## src/rtl/tank_sprite_reader.sv

```systemverilog
// -----------------------------------------------------------------------------
// tank_sprite_reader
//
// Read-side client of a 128x16 tank sprite ROM (8 frames of 16x16 pixels,
// 4-bit palette indices, one 64-bit row per address). For every VGA pixel it
// decides whether the scan position falls inside the tank's 16x16 box, drives
// the ROM row address built from the latched direction and animation frame,
// picks the pixel column out of the returned row and hands a palette index
// plus a non-transparent flag to the colour mapper.
//
// Direction, enable and animation frame only change on frame_tick, so a
// sprite can never tear partway down the screen.
//
// Ports:
//   Clk          in   1   pixel clock
//   Reset_n      in   1   asynchronous active-low reset
//   frame_tick   in   1   one-cycle pulse at start of vertical blank
//   DrawX/DrawY  in  10   current scan column/row
//   tank_x/y     in  10   sprite top-left corner (not frame-latched)
//   dir_in       in   2   0=left 1=up 2=right 3=down
//   moving       in   1   tank moved this frame (advances animation)
//   enable_in    in   1   tank alive/visible
//   rom_row_addr out  7   {dir, anim_frame, row} to the sprite ROM
//   rom_row      in  64   ROM row data, pixel c at [63-4c -: 4]
//   pixel_out    out  4   palette index, 0 = transparent
//   pixel_valid  out  1   pixel_out non-zero and inside the box
//   anim_frame   out  1   latched animation frame
//
// Latency is two clocks from DrawX/DrawY to pixel_out/pixel_valid; the
// pipeline accepts one pixel every clock and never stalls.
// -----------------------------------------------------------------------------
module tank_sprite_reader #(
  parameter int unsigned ANIM_DIV = 4,  // frame_ticks per animation toggle (1..15)
  parameter int unsigned SPR_SIZE = 16  // sprite edge, fixed at 16
) (
  input  logic        Clk,
  input  logic        Reset_n,
  input  logic        frame_tick,
  input  logic [9:0]  DrawX,
  input  logic [9:0]  DrawY,
  input  logic [9:0]  tank_x,
  input  logic [9:0]  tank_y,
  input  logic [1:0]  dir_in,
  input  logic        moving,
  input  logic        enable_in,
  output logic [6:0]  rom_row_addr,
  input  logic [63:0] rom_row,
  output logic [3:0]  pixel_out,
  output logic        pixel_valid,
  output logic        anim_frame
);

  localparam logic [3:0]  ANIM_LAST = 4'(ANIM_DIV - 1);
  localparam logic [10:0] SPR_EDGE  = 11'(SPR_SIZE);

  // Frame-latched state
  logic [1:0] dir_q, dir_d;
  logic       en_q, en_d;
  logic [3:0] anim_cnt_q, anim_cnt_d;
  logic       anim_q, anim_d;

  // Stage 0 state
  logic [6:0] addr_q, addr_d;
  logic [3:0] col_q, col_d;
  logic       hit_q, hit_d;

  // Stage 1 state
  logic [3:0] pix_q, pix_d;
  logic       valid_q, valid_d;

  // Stage 0 / stage 1 intermediates
  logic [10:0] dx, dy;
  logic [63:0] row_shifted;
  logic [3:0]  p;

  // Next-state for direction, enable and animation, updated only on frame_tick
  always_comb begin
    dir_d      = dir_q;
    en_d       = en_q;
    anim_cnt_d = anim_cnt_q;
    anim_d     = anim_q;
    if (frame_tick) begin
      dir_d = dir_in;
      en_d  = enable_in;
      if (moving) begin
        if (anim_cnt_q == ANIM_LAST) begin
          anim_cnt_d = 4'd0;
          anim_d     = ~anim_q;
        end else begin
          anim_cnt_d = anim_cnt_q + 4'd1;
        end
      end else begin
        anim_cnt_d = anim_cnt_q;
        anim_d     = anim_q;
      end
    end else begin
      dir_d = dir_q;
      en_d  = en_q;
    end
  end

  // Stage 0: box test and ROM row address. The 11-bit subtraction makes a scan
  // position left of / above the tank wrap to a large value, so it never hits.
  always_comb begin
    dx     = {1'b0, DrawX} - {1'b0, tank_x};
    dy     = {1'b0, DrawY} - {1'b0, tank_y};
    hit_d  = en_q & (dx < SPR_EDGE) & (dy < SPR_EDGE);
    addr_d = {dir_q, anim_q, dy[3:0]};
    col_d  = dx[3:0];
  end

  // Stage 1: pick the column out of the ROM row and qualify it with the hit
  always_comb begin
    // Leftmost pixel lives in the top nibble, so shift the wanted one up there
    row_shifted = rom_row << {col_q, 2'b00};
    p           = row_shifted[63:60];
    if (hit_q) begin
      pix_d   = p;
      valid_d = (p != 4'd0);
    end else begin
      pix_d   = 4'd0;
      valid_d = 1'b0;
    end
  end

  // All pipeline and frame-latched registers
  always_ff @(posedge Clk or negedge Reset_n) begin
    if (!Reset_n) begin
      dir_q      <= 2'd0;
      en_q       <= 1'b0;
      anim_cnt_q <= 4'd0;
      anim_q     <= 1'b0;
      addr_q     <= 7'd0;
      col_q      <= 4'd0;
      hit_q      <= 1'b0;
      pix_q      <= 4'd0;
      valid_q    <= 1'b0;
    end else begin
      dir_q      <= dir_d;
      en_q       <= en_d;
      anim_cnt_q <= anim_cnt_d;
      anim_q     <= anim_d;
      addr_q     <= addr_d;
      col_q      <= col_d;
      hit_q      <= hit_d;
      pix_q      <= pix_d;
      valid_q    <= valid_d;
    end
  end

  assign rom_row_addr = addr_q;
  assign pixel_out    = pix_q;
  assign pixel_valid  = valid_q;
  assign anim_frame   = anim_q;

endmodule
```

## config.mk

```make
export PLATFORM = sky130hd
export DESIGN_NAME = tank_sprite_reader
export DESIGN_NICKNAME = d
export VERILOG_FILES = /design/src/rtl/tank_sprite_reader.sv
export SDC_FILE = /design/constraint.sdc
export NUM_CORES = 1
export LEC_CHECK = 0
export ABC_CLOCK_PERIOD_IN_PS = 2610
export CORE_ASPECT_RATIO = 0.75
export CORE_MARGIN = 2
export CORE_UTILIZATION = 40
export CTS_CLUSTER_SIZE = 30
export DETAILED_ROUTE_END_ITERATION = 8
export HOLD_SLACK_MARGIN = 0.1
export MAX_ROUTING_LAYER = met4
export PLACE_DENSITY = 0.82
export SYNTH_ARGS = -nofsm -noshare
export SYNTH_HDL_FRONTEND = slang
export SYNTH_SLANG_ARGS = --single-unit
```

## constraint.sdc

```tcl
create_clock -name Clk -period 2.61 [get_ports Clk]
set_input_delay 0.522 -clock Clk [delete_from_list [all_inputs] [get_ports Clk]]
set_output_delay 0.522 -clock Clk [all_outputs]
set_load 0.02 [all_outputs]
```

## After elaboration in Yosys (flattened, before gate mapping)

Cells that the tools add are included.

| operators by class | value |
|---|---|
| reduce and logical (&&, ||, !) cells | 3 |
| bitwise logic cells | 3 |
| equal/unequal tests | 1 |
| $add $sub $neg | 3 |
| div/mod/pow operators | 0 |
| muxes and demuxes | 3 |
| shift operators | 1 |
| $lt $le $gt $ge | 2 |
| $mul | 0 |

Operator list:

| kind | number |
|---|---|
| 64-bit by 6-bit left shift with 64-bit output | 1 |
| 11-bit by 5-bit less-than comparator with 1-bit output (second input constant) | 2 |
| 10-bit by 10-bit subtractor with 11-bit output | 2 |
| 4-bit two-way mux | 2 |
| 4-bit by 1-bit adder with 4-bit output (second input constant) | 1 |
| 4-bit by 2-bit == test with 1-bit output (second input constant) | 1 |
| 4-bit nonzero test | 1 |
| 3-bit AND reduction | 1 |
| 1-bit bitwise AND | 2 |
| 2-bit AND reduction | 1 |
| 1-bit two-way mux | 1 |
| 1-bit inverter | 1 |

| storage, ports and cells | value |
|---|---|
| ROM bits | 0 |
| word-level logic and storage cells | 25 |
| memories kept | 0 |
| input port bits | 111 |
| RAM bits | 0 |
| latch bits | 0 |
| register bits | 25 |
| output and inout port bits | 13 |

## Logic depth before layout (Yosys ltp)

| depth | value |
|---|---|
| word-level depth | 4 |
| mapped depth | 11 |
| mapped depth without buffers | 11 |

## Worst setup path after synthesis

No wires, ideal clock.

| timing path | value |
|---|---|
| path type | input -> register |
| start | input port DrawY[0] |
| end | register hit_q |
| library setup time | 0.101 ns |
| data required time | 2.509 ns |
| path slack | 0.313 ns |
| stages on the path | 11 |
| path buffers | 0 |
| arrival time | 2.196 ns |
| path through | inv_1 ha_1 inv_2 fa_1 a211oi_1 nor2_1 a21o_1 a21oi_1 o21ai_0 xor2_1 nor4_1 |

| on the way | value |
|---|---|
| cells in the longest elaborated chain, start to end | 3 |

RTL lines:

| item | line | RTL |
|---|---|---|
| start: declaration | 40 | `input logic [9:0] DrawY,` |
| 10-bit by 10-bit subtractor with 11-bit output | 106 | `dy = {1'b0, DrawY} - {1'b0, tank_y};` |
| 11-bit by 5-bit less-than comparator with 1-bit output | 107 | `hit_d = en_q & (dx < SPR_EDGE) & (dy < SPR_EDGE);` |
| 1-bit bitwise AND | 107 |  |
| named net hit_d | 65 | `logic hit_q, hit_d;` |
| end signal: assignment | 145 | `hit_q <= hit_d;` |
| end: declaration | 65 |  |

The timed path passes the listed nets, and every way through them passes these cells.
A chain may end at the register's enable or synchronous reset.

## Worst setup path after layout

| timing path | value |
|---|---|
| start | input port DrawX[0] |
| end | register hit_q |

| on the way | value |
|---|---|
| cells in the longest elaborated chain, start to end | 4 |

RTL lines:

| item | line | RTL |
|---|---|---|
| start: declaration | 39 | `input logic [9:0] DrawX,` |
| 10-bit by 10-bit subtractor with 11-bit output | 105 | `dx = {1'b0, DrawX} - {1'b0, tank_x};` |
| 11-bit by 5-bit less-than comparator with 1-bit output | 107 |  |
| 1-bit bitwise AND (2 in series) | 107 |  |
| named net hit_d | 65 |  |

The timed path passes the listed nets, and every way through them passes these cells.

==> results.txt <==
outcome -> finished clean
Die X -> 91.4 um
sequential-to-total area share from yosys stat -> 27.3%
antenna-violating nets left -> 0
fin crit share -> 95.4%
port bufs -> 123
drt via density -> 5.16
CP Capture Type -> register
pre-CTS WS -> -277 ps
Die H -> 69.6 um
GR Util All Layers -> 20.4%
routability cong. -> 0.957
crit-path cells -> clkdlybuf4s50_1, inv_1, ha_1, fa_1, nor2b_1, o21ai_1, nand2_1, xor2_1, a211oi_2, o2111ai_1, nor4_1
Longest Clk Path Bufs -> 2
HP Class -> reg -> reg
Clock Skew -> 6.99 ps
Root Driver -> clkbuf_8
Syn Area/Cell -> 10.6 um2
worst-margin pin slew -> 376 ps
ant diodes -> 0
fraction of layout cells with a size suffix above 1 -> 14.0%
initial core utilization -> 42.2%
Seq cells post-synth -> 25
Cells after Synth -> 217
worst slew margin relative to its limit -> 74.8%
global-route wire length before repair -> 10,300 um
Slew Limit Fails -> 0
Cells after DPL -> 435
DP Area -> 3780 um2
Layout Cells excl Fill -> 439
final setup margin -> 120 ps
critical path required time -> 2780 ps
top cells by area, synth -> dfrtp_1 27%, ha_1 11%, mux4_1 11%, mux4_2 9.8%, inv_1 4.7%
drt first-iter violations -> 128
Post-Syn Area -> 2290 um2
final net count -> 499
clk sinks -> 25
critical path class -> in -> reg
Max Freq -> 402 MHz
Synth cell types -> 41
num ports -> 124
vias in the first global route -> 2,201
pwr/cell area -> 393 nW/um2
Commonest cells post-synth -> 29 x inv_1, 25 x dfrtp_1, 21 x ha_1, 11 x a21oi_1, 11 x nand2_1
WP data arrival -> 2660 ps
number of synthesized flops with an enable pin -> 0
Num CTS Buffers -> 3
CTS H-tree lvls -> 1
unrepaired setup endpoints after global routing -> no
DRC -> 0
largest net degree at the start of global routing -> 26
Non-Filler Cell Area, Final -> 3860 um2
WL final -> 6480 um
startpoint class of the critical path -> input pin
synth warn -> 0
final hold violation count -> 0
Post-synth top flop -> dfrtp_1
Tmin final -> 2490 ps
Peak VDD IR -> 0.255 mV
async set-reset flop share out of synthesis -> 100%
post-DP HPWL -> 5620 um
CTS Hold Buffers Added -> 0
fillers -> 410
most frequent cell after synthesis -> inv_1
Std-Cell Rows -> 23
Synth top area share -> 27.3%
crit-path max FO -> 2
area leader, netlist -> dfrtp_1
Hold Worst Slack -> 377 ps
GRT Residual Overflow -> 0
Pwr Total -> 1.52 mW
Max-Cap Viols -> 0
CTS tree -> yes
leakage power -> 1.72 nW
DR vias -> 2,265
DR WL/cell -> 14.8 um
worst reg2reg setup slack -> 380 ps
antenna violations before repair -> 0
total nets after synthesis -> 351
crit path max-delay cell type -> clkdlybuf4s50_1
worst-skew pair later-pin latency -> 270 ps
core box area -> 5440 um2
Area Overhead vs Synth -> 68.4%
Worst-path clk slew -> 80 ps
CP peak stage delay -> 460 ps
Setup Viol. Count Final -> 0
router iterations before antenna repair -> 4
Die ar. -> 6360 um2
[power by group]
group	switching, mW	internal (mW)	leakage (nW)
Clock	0.121	0.108	0.0217
Combinational	0.299	0.470	1.39
Sequential	0.0614	0.458	0.309
[flip-flops by register name (all words and copies together), names as in the netlist]
| register | count |
|---|---|
| anim_frame | 1 |
| col_q | 4 |
| pixel_valid | 1 |
| dir_q | 2 |
| pixel_out | 4 |
| anim_cnt_q | 4 |
| en_q | 1 |
| rom_row_addr | 7 |
| hit_q | 1 |
[worst max-delay path: cells and delay by family]
kind                       cells  cell delay, ps
AOI/OAI and AO/OA              3             370
xor gates and xnor gates       1              90
adders and majority gates      2             610
buffers and inverters          2             500
and+or+nand+nor                3             540
[cell families after synthesis]
| logic type | after synthesis | share of synthesized area (%) |
|---|---|---|
| compound gates | 52 | 15.1 |
| simple gates | 48 | 10.6 |
| flops | 25 | 27.3 |
| fa+ha+maj | 23 | 13.2 |
| buf+inv | 35 | 6.76 |
| mux | 24 | 23.2 |
| xor+xnor | 10 | 3.82 |
[cell usage in the layout (no fill, tap or decap), drive strengths merged, types with 2 or more instances in the layout]
cell type      instances
o21a                   2
dfrtp                 25
ha                    21
a2111oi                2
inv                   30
a21o                   8
nor3                   3
clkbuf                 3
nand3                  5
o211ai                 2
mux2                   4
a211oi                 6
dlymetal6s2s           2
nand2b                 6
nor3b                  2
nand2                 11
nor4                   3
fa                     2
o21ai                 10
and2                   4
clkdlybuf4s50        121
buf                   25
nor2                   9
xnor2                  4
a21oi                 11
xor2                   6
mux4                  20
a31oi                  3
nor2b                  3
[final cells by class]
class	instances	area, um2	area share, %
Clock buffer	3	41.3	1.07
Clock inverter	1	7.51	0.194
Inverter	30	113	2.92
Multi-Input combinational cell	157	1550	40.0
Sequential cell	25	626	16.2
Tap cell	75	93.8	2.43
Timing Repair Buffer	148	1440	37.2
[path summary, 6_finish.rpt]
check,from,end,cells after the start
hold / removal,dir_q[1]$_DFFE_PN0P_,rom_row_addr[6]$_DFF_PN0_,0
setup reg to reg,col_q[0]$_DFF_PN0_,pixel_valid$_DFF_PN0_,4
hold reg to reg,dir_q[1]$_DFFE_PN0P_,rom_row_addr[6]$_DFF_PN0_,0
min in group asynchronous,Reset_n,pixel_out[0]$_DFF_PN0_,2
setup / recovery,DrawX[0],hit_q$_DFF_PN0_,11
max in group asynchronous,Reset_n,anim_cnt_q[1]$_DFFE_PN0P_,2
[metrics by stage]
stage,TNS (ps),utilization (%)
final,0,71.0
after global routing,0,71.0
after CTS,0,70.5
after detailed placement,-277,69.4
after global placement,-206,69.4
after floorplan,0,-
[layer usage]
metal	GRT usage [%]	share of wire (%)	vias up
met5	-	0	-
met4	3.54	1.0	0
met3	4.13	6.3	8
met2	32.8	49	94
met1	27.2	44	1053
li1	-	-	1110
[repair_timing]
| action | 4_1_cts | 5_1_grt |
|---|---|---|
| endpoints found under the setup margin | 1 | 1 |
| buffers inserted | 0 | 0 |
| endpoints found under the hold margin | 0 | 0 |
| pin swaps | 1 | 9 |
| resized for setup | 3 | 9 |
No activity file was read; power rests on OpenSTA's default activity.
